--- src/rtl/irq_source.sv ---
// Interrupt-pending source: 64-bit mtime/mtimecmp timer, software interrupt bit and
// synchronized external IRQ lines, all presented as registered pending bits.
module irq_source #(
  parameter int unsigned PRESCALE    = 1,
  parameter int unsigned SYNC_STAGES = 2,
  parameter bit          EXT_EDGE    = 1'b1
) (
  input  logic        clk_in,
  input  logic        reset_in,
  input  logic        wr_en,
  input  logic [2:0]  wr_addr,
  input  logic [31:0] wr_data,
  input  logic [2:0]  rd_addr,
  output logic [31:0] rd_data,
  input  logic [2:0]  ext_irq_in,
  input  logic        irq_ack,
  input  logic [3:0]  ack_cause,
  output logic        msip,
  output logic        mtip,
  output logic        meip,
  output logic        seip,
  output logic        ueip
);

  localparam int unsigned CntW = (PRESCALE > 1) ? $clog2(PRESCALE) : 1;

  logic [CntW-1:0]               cnt_q, cnt_d;
  logic [63:0]                   mtime_q, mtime_d;
  logic [63:0]                   mtimecmp_q, mtimecmp_d;
  logic                          msip_q, msip_d;
  logic                          mtip_q, mtip_d;
  logic [SYNC_STAGES-1:0][2:0]   sync_q, sync_d;
  logic [2:0]                    s_prev_q;
  logic [2:0]                    pend_q, pend_d;
  logic [2:0]                    sync_s;
  logic [2:0]                    clr;
  logic                          tick;

  assign tick   = (cnt_q == CntW'(PRESCALE - 1));
  assign sync_s = sync_q[SYNC_STAGES-1];

  always_comb begin
    cnt_d      = tick ? '0 : cnt_q + CntW'(1);
    mtime_d    = mtime_q + {63'd0, tick};
    mtimecmp_d = mtimecmp_q;
    msip_d     = msip_q;
    if (wr_en) begin
      case (wr_addr)
        // A half-word write replaces the increment; the other half is held without carry.
        3'd0: begin
          mtime_d = {mtime_q[63:32], wr_data};
          cnt_d   = '0;
        end
        3'd1: begin
          mtime_d = {wr_data, mtime_q[31:0]};
          cnt_d   = '0;
        end
        3'd2: mtimecmp_d = {mtimecmp_q[63:32], wr_data};
        3'd3: mtimecmp_d = {wr_data, mtimecmp_q[31:0]};
        3'd4: msip_d = wr_data[0];
        default: ;
      endcase
    end
    mtip_d = (mtime_q >= mtimecmp_q);
  end

  always_comb begin
    sync_d    = sync_q;
    sync_d[0] = ext_irq_in;
    for (int i = 1; i < SYNC_STAGES; i++) begin
      sync_d[i] = sync_q[i-1];
    end
    clr    = '0;
    clr[2] = irq_ack && (ack_cause == 4'd11);
    clr[1] = irq_ack && (ack_cause == 4'd9);
    clr[0] = irq_ack && (ack_cause == 4'd8);
    // A fresh edge wins over a same-cycle acknowledge.
    if (EXT_EDGE) begin
      pend_d = (sync_s & ~s_prev_q) | (pend_q & ~clr);
    end else begin
      pend_d = sync_s;
    end
  end

  always_ff @(posedge clk_in) begin
    if (reset_in) begin
      cnt_q      <= '0;
      mtime_q    <= '0;
      mtimecmp_q <= '1;
      msip_q     <= 1'b0;
      mtip_q     <= 1'b0;
      sync_q     <= '0;
      s_prev_q   <= '0;
      pend_q     <= '0;
    end else begin
      cnt_q      <= cnt_d;
      mtime_q    <= mtime_d;
      mtimecmp_q <= mtimecmp_d;
      msip_q     <= msip_d;
      mtip_q     <= mtip_d;
      sync_q     <= sync_d;
      s_prev_q   <= sync_s;
      pend_q     <= pend_d;
    end
  end

  always_comb begin
    rd_data = '0;
    case (rd_addr)
      3'd0:    rd_data = mtime_q[31:0];
      3'd1:    rd_data = mtime_q[63:32];
      3'd2:    rd_data = mtimecmp_q[31:0];
      3'd3:    rd_data = mtimecmp_q[63:32];
      3'd4:    rd_data = {31'd0, msip_q};
      default: rd_data = '0;
    endcase
  end

  assign msip = msip_q;
  assign mtip = mtip_q;
  assign meip = pend_q[2];
  assign seip = pend_q[1];
  assign ueip = pend_q[0];

endmodule

--- config.mk ---
export PLATFORM = sky130hd
export DESIGN_NAME = irq_source
export DESIGN_NICKNAME = d
export VERILOG_FILES = /design/src/rtl/irq_source.sv
export SDC_FILE = /design/constraint.sdc
export NUM_CORES = 1
export LEC_CHECK = 0
export CAP_MARGIN = 20
export CELL_PAD_IN_SITES_DETAIL_PLACEMENT = 1
export CELL_PAD_IN_SITES_GLOBAL_PLACEMENT = 1
export CORE_ASPECT_RATIO = 1.4
export CORE_MARGIN = 8
export CORE_UTILIZATION = 44
export CTS_BUF_LIST = sky130_fd_sc_hd__clkbuf_2
export DETAILED_ROUTE_END_ITERATION = 8
export DONT_BUFFER_PORTS = 1
export PLACE_DENSITY_LB_ADDON = 0.1
export SYNTH_ARGS = -nofsm -noshare
export SYNTH_HDL_FRONTEND = slang
export SYNTH_SLANG_ARGS = --single-unit
export TNS_END_PERCENT = 5
--- constraint.sdc ---
create_clock -name clk_in -period 2.4 [get_ports clk_in]
set_input_delay 0.24 -clock clk_in [delete_from_list [all_inputs] [get_ports clk_in]]
set_output_delay 0.24 -clock clk_in [all_outputs]
set_load 0.05 [all_outputs]
# ---- Yosys cells after proc, flatten, opt, wreduce, memory -nomap -nowiden
# Cells that the tools add are included.
dict set report totals {
  input_bits 49
  ff_bits 143
  wordCells 51
  output_inout_bits 37
}
dict set report op_classes {
  n_reduce_logical 9
  n_eq_ne 13
  order_cmp 1
  n_mux 7
  n_addsub 2
  bitwise_logic 8
}
# cell n
set op_table {}
lappend op_table {{$pmux 64 s2} 2}
lappend op_table {{$pmux 32 s5} 1}
lappend op_table {{$add 64x1->64} 1}
lappend op_table {{$ge 64x64->1} 1}
lappend op_table {{$mux 64} 1}
lappend op_table {{$eq 3x2->1 const B} 4}
lappend op_table {{$eq 4x4->1 const B} 3}
lappend op_table {{$and 3x3->3} 2}
lappend op_table {{$eq 3x1->1 const B} 2}
lappend op_table {{$eq 3x3->1 const B} 2}
lappend op_table {{$logic_not 3->1} 2}
lappend op_table {{$not 3->3} 2}
lappend op_table {{$reduce_and 3->1} 2}
lappend op_table {{$ne 2x2->1 const B} 2}
lappend op_table {{$logic_and 1x1->1} 3}
lappend op_table {{$mux 1} 3}
lappend op_table {{$not 1->1} 3}
lappend op_table {{$or 3x3->3} 1}
lappend op_table {{$reduce_and 2->1} 1}
lappend op_table {{$reduce_or 2->1} 1}
lappend op_table {{$add 1x1->1 const B} 1}

# ---- Depth between registers and ports, before layout
dict set report logic_depth {
  word_depth 5
  ltp_mapped 8
  ltp_nobuf 8
}

# ---- Worst setup path after synthesis
# OpenSTA, ideal clock, no wires.
dict set report synth_path {
  kind {flip-flop to flip-flop}
  from {register mtime_q[39]}
  to {register mtime_q[61]}
  t_arrival_ns 2.311
  path_slack_ns 0.015
  synth_period_minus_slack_ns 2.385
  path_stages_with_launch 8
  n_path_buf 1
  setup_time_ns 0.074
  cell_sequence {dfxtp_1 -> and3_4 -> nand4_4 -> or4_4 -> or3_1 -> buf_2 -> or4_1 -> a31oi_1}
}
dict set report synth_via {
  elab_chain_len 3
}
# element line_no
set synth_lines {}
lappend synth_lines {{from (decl)} 28} ;# logic [63:0] mtime_q, mtime_d;
lappend synth_lines {{from (signal assigned)} 97} ;# mtime_q <= mtime_d;
lappend synth_lines {{$add 64x1->64 (*)} 44} ;# mtime_d = mtime_q + {63'd0, tick};
lappend synth_lines {{$pmux 64 s2} 48} ;# case (wr_addr)
lappend synth_lines {{$mux 64 (*)} 47} ;# if (wr_en) begin
# Every way passes the cells marked *; elsewhere a longest branch is shown, timed or not.
# A chain may end at the register's enable or synchronous reset.

# ---- Worst setup path after layout
dict set report layout_path {
  from {register mtime_q[40]}
  to {register mtime_q[61]}
}
# The elaborated chain is that of the path after synthesis.

==> qor.txt <==
Final Hold Fails -> 0
global-route wire length before repair -> 55400 um
Final Power -> 0.00523 W
Int Pwr -> 0.00358 W
antenna violations before repair -> 4
DR vias -> 9419
Worst setup SP type -> register
Final nets -> 1378
Clock Tree Root -> clkbuf_2
final setup vio count -> 0
Syn. warnings -> 0
adder-cell share of the synthesized area -> 0.0928
fin crit period -> 2330 ps
Top delay family on crit path -> simple AND/OR/NAND/NOR gates
die area -> 24800 sq um
final worst slack -> 74.0 ps
RSZ-0062 raised after global routing -> true
Tcrit/Tclk final -> 0.969
CP bufs+invs -> 0
gpl congestion -> 0.882
GR Layer Usage met2 -> 0.502
max-cap viol count -> 0
HP Class -> in2reg
arrival time of the worst setup path -> 3010 ps
top-level I/O count -> 86
Post-Syn Instances -> 1137
part of the power in registers -> 0.484
GR Util All Layers -> 0.291
Die Height -> 183 um
largest net degree at the start of global routing -> 146
Yosys top cell area share -> 0.324
hold slack -> 64.0 ps
mux share of post-synthesis cell area -> 0.0134
status -> finished clean
Data required, critical path -> 3090 ps
synth unique cells -> 57
Sw Ratio -> 0.315
met1 Use GR -> 0.316
prevailing post-synth register cell -> dfxtp_1
max-slew violation count -> 0
DR DRC count -> 0
CTS sink cnt -> 142
worst vdd ir -> 0.000303 V
clk_lat worst skew -> 760 ps
ratio of cells with drive above 1 in the final layout -> 0.139
slowest CP cell -> or4_4
Simple-Gate Fraction of Synth Area -> 0.277
die width -> 135 um
GRT busiest layer -> met2
Max stage delay on crit path -> 530 ps
TritonCTS Buffers -> 17
Via density -> 6.15
synthesized area -> 8770 sq um
GRT overflow -> 0
Post-Route WL -> 36000 um
first-pass detailed-route iteration total -> 5
Psw -> 0.00165 W
met3 usage -> 0.0501
critical path class -> reg2reg
synth top area cells -> dfxtp_1 32%, ha_1 9.3%, nand2_1 7.1%, a22oi_1 5.7%, nor2_1 3.9%
hpwl dp -> 25400 um
largest family of logic cells by synthesized area -> simple AND/OR/NAND/NOR gates
routed len/inst -> 23.5 um
synthesized area per cell -> 7.71 sq um
Fillers -> 2476
power per standard cell area -> 486 nW/um^2
setup tns final -> 0 ps
Rel. slew slack -> 0.467
FF+latch count, synth -> 142
net count after synthesis -> 1251
deepest clock path buffer count -> 2
synthesis-to-finish area growth -> 22.8%
initial core utilization -> 0.445
row count -> 61
clock power share -> 0.330
CP max FO -> 6
CP cell instances -> and3_4 -> nand4_4 -> or4_4 -> or3_4 -> or4_1 -> a31oi_1
Clock transition at path regs -> 230 ps
Critical Path Sink Type -> register
number of synthesized flops with an enable pin -> 0
largest area contributor in the netlist -> dfxtp_1
Post-DRT Antenna Nets -> 0
vias in the first global route -> 9598
core area -> 19700 sq um
xor-xnor portion of the synthesized cell area -> 0.00699
DRT iter0 DRCs -> 622
combinational share of power -> 0.187
fmax -> 430 MHz
TritonCTS clock tree -> yes
Worst-Margin Slew -> 799 ps
clock skew -> 40.2 ps
PortBufs -> 0
Compound-Gate Fraction of Synth Area -> 0.224
pre-CTS setup slack -> 72.1 ps
post-synthesis sequential area ratio -> 0.324
H-tree levels -> 4
Async SR Flop Fraction -> 0
P_leak -> 4.85 nW
final cells by class:
cell class | instances | area, sq um | area share
Antenna cell | 3 | 7.51 | 0.000698
Clock buffer | 18 | 90.1 | 0.00837
Timing Repair Buffer | 176 | 1560 | 0.145
Tap cell | 252 | 315 | 0.0293
Clock inverter | 14 | 198 | 0.0184
Sequential cell | 142 | 2850 | 0.265
Inverter | 77 | 289 | 0.0269
Multi-Input combinational cell | 850 | 5450 | 0.506
logic make-up after synthesis:
logic type	after synthesis
compound gates	286
xor+xnor	7
fa+ha+maj	65
buf+inv	145
flops	142
mux	10
simple gates	482
power by group through the flow:
stage / clock network, W / registers (W) / logic [W]
after CTS: 0.00176 / 0.00253 / 0.000968
final: 0.00172 / 0.00253 / 0.000975
after global routing: 0.00185 / 0.00254 / 0.00104
after global placement: 0 / 0.00257 / 0.000772
after detailed placement: 0 / 0.00257 / 0.000787
after floorplan: 0 / 0.00257 / 0.000529
final timing paths:
path,from,endpoint,slack [ps],cells after the start
worst max-delay path,mtime_q[40]$_SDFFE_PP0P_,mtime_q[61]$_SDFFE_PP0P_,70,6
worst min-delay path,wr_en,mtimecmp_q[53]$_SDFFE_PP1P_,60,4
worst max register to register,mtime_q[40]$_SDFFE_PP0P_,mtime_q[61]$_SDFFE_PP0P_,70,6
worst min register to register,sync_d[4]$_SDFF_PP0_,sync_s[1]$_SDFF_PP0_,470,1
synthesized netlist by cell type (4+ instances only):
master and count:
and2_1 4, nor2_1 91, nand4_1 23, nand2b_1 7
a211o_1 32, or4_1 6, mux2_2 4, o21ai_0 36
and3_1 11, a21oi_1 61, nor3_1 27, ha_1 65
or3_1 16, nand3_1 33, nand3b_1 34, a211oi_1 22
o21bai_1 7, a221oi_1 6, inv_1 77, a31oi_1 16
xnor2_1 6, a311oi_1 7, clkbuf_1 66, nor2b_1 19
a2bb2oi_1 4, a22oi_1 66, mux2i_1 5, and4_1 8
o311ai_0 4, nor4_1 14, nor3b_1 8, o211ai_1 10
nand2_1 166, dfxtp_1 142
routing by layer:
layer / wire length (um) / vias to the layer above / share of wire
met3: 1780 / 104 / 0.049
met4: 2290 / 2 / 0.063
li1: - / 4382 / -
met1: 14000 / 4617 / 0.39
met2: 17900 / 314 / 0.50
met5: 11 / - / 0.00031
state kept, by name (all words and copies together), names as in the netlist:
register and count:
msip 1, pend_q 3, mtime_q 64, sync_d 3, sync_s 3, mtip 1, s_prev_q 3, mtimecmp_q 64
stage by stage:
stage          area [sq um]  std cells  utilization
6_report              10800       1532        0.547
5_1_grt               10800       1532        0.547
4_1_cts               10700       1528        0.544
3_5_place_dp           9760       1433        0.495
3_3_place_gp           9760       1433        0.495
2_1_floorplan          8770       1137            -
timing repair:
action                                  CTS  global route
buffers inserted                          0             1
hold buffers                             63             0
pin swaps                                 0             2
endpoints found under the setup margin    1            22
hold endpoints to repair                142             0
gates resized for setup                   2            15
worst reg2reg max path: stages, from the launching register on:
cell	delay, ps
dfxtp_1	380
and3_4	220
nand4_4	120
or4_4	530
or3_4	420
or4_1	420
a31oi_1	170
cell usage in the layout, fill, tap and decap left out, types with 32 or more instances in the layout:
cell type      count
nand3_1           33
nor2_1            90
inv_1             76
dlygate4sd3_1     61
ha_1              65
nand2_1          166
buf_4            107
dfxtp_1          134
a211o_1           32
nand3b_1          34
a22oi_1           66
o21ai_0           36
a21oi_1           61
Note: power is estimated with default switching activity, not from simulation.
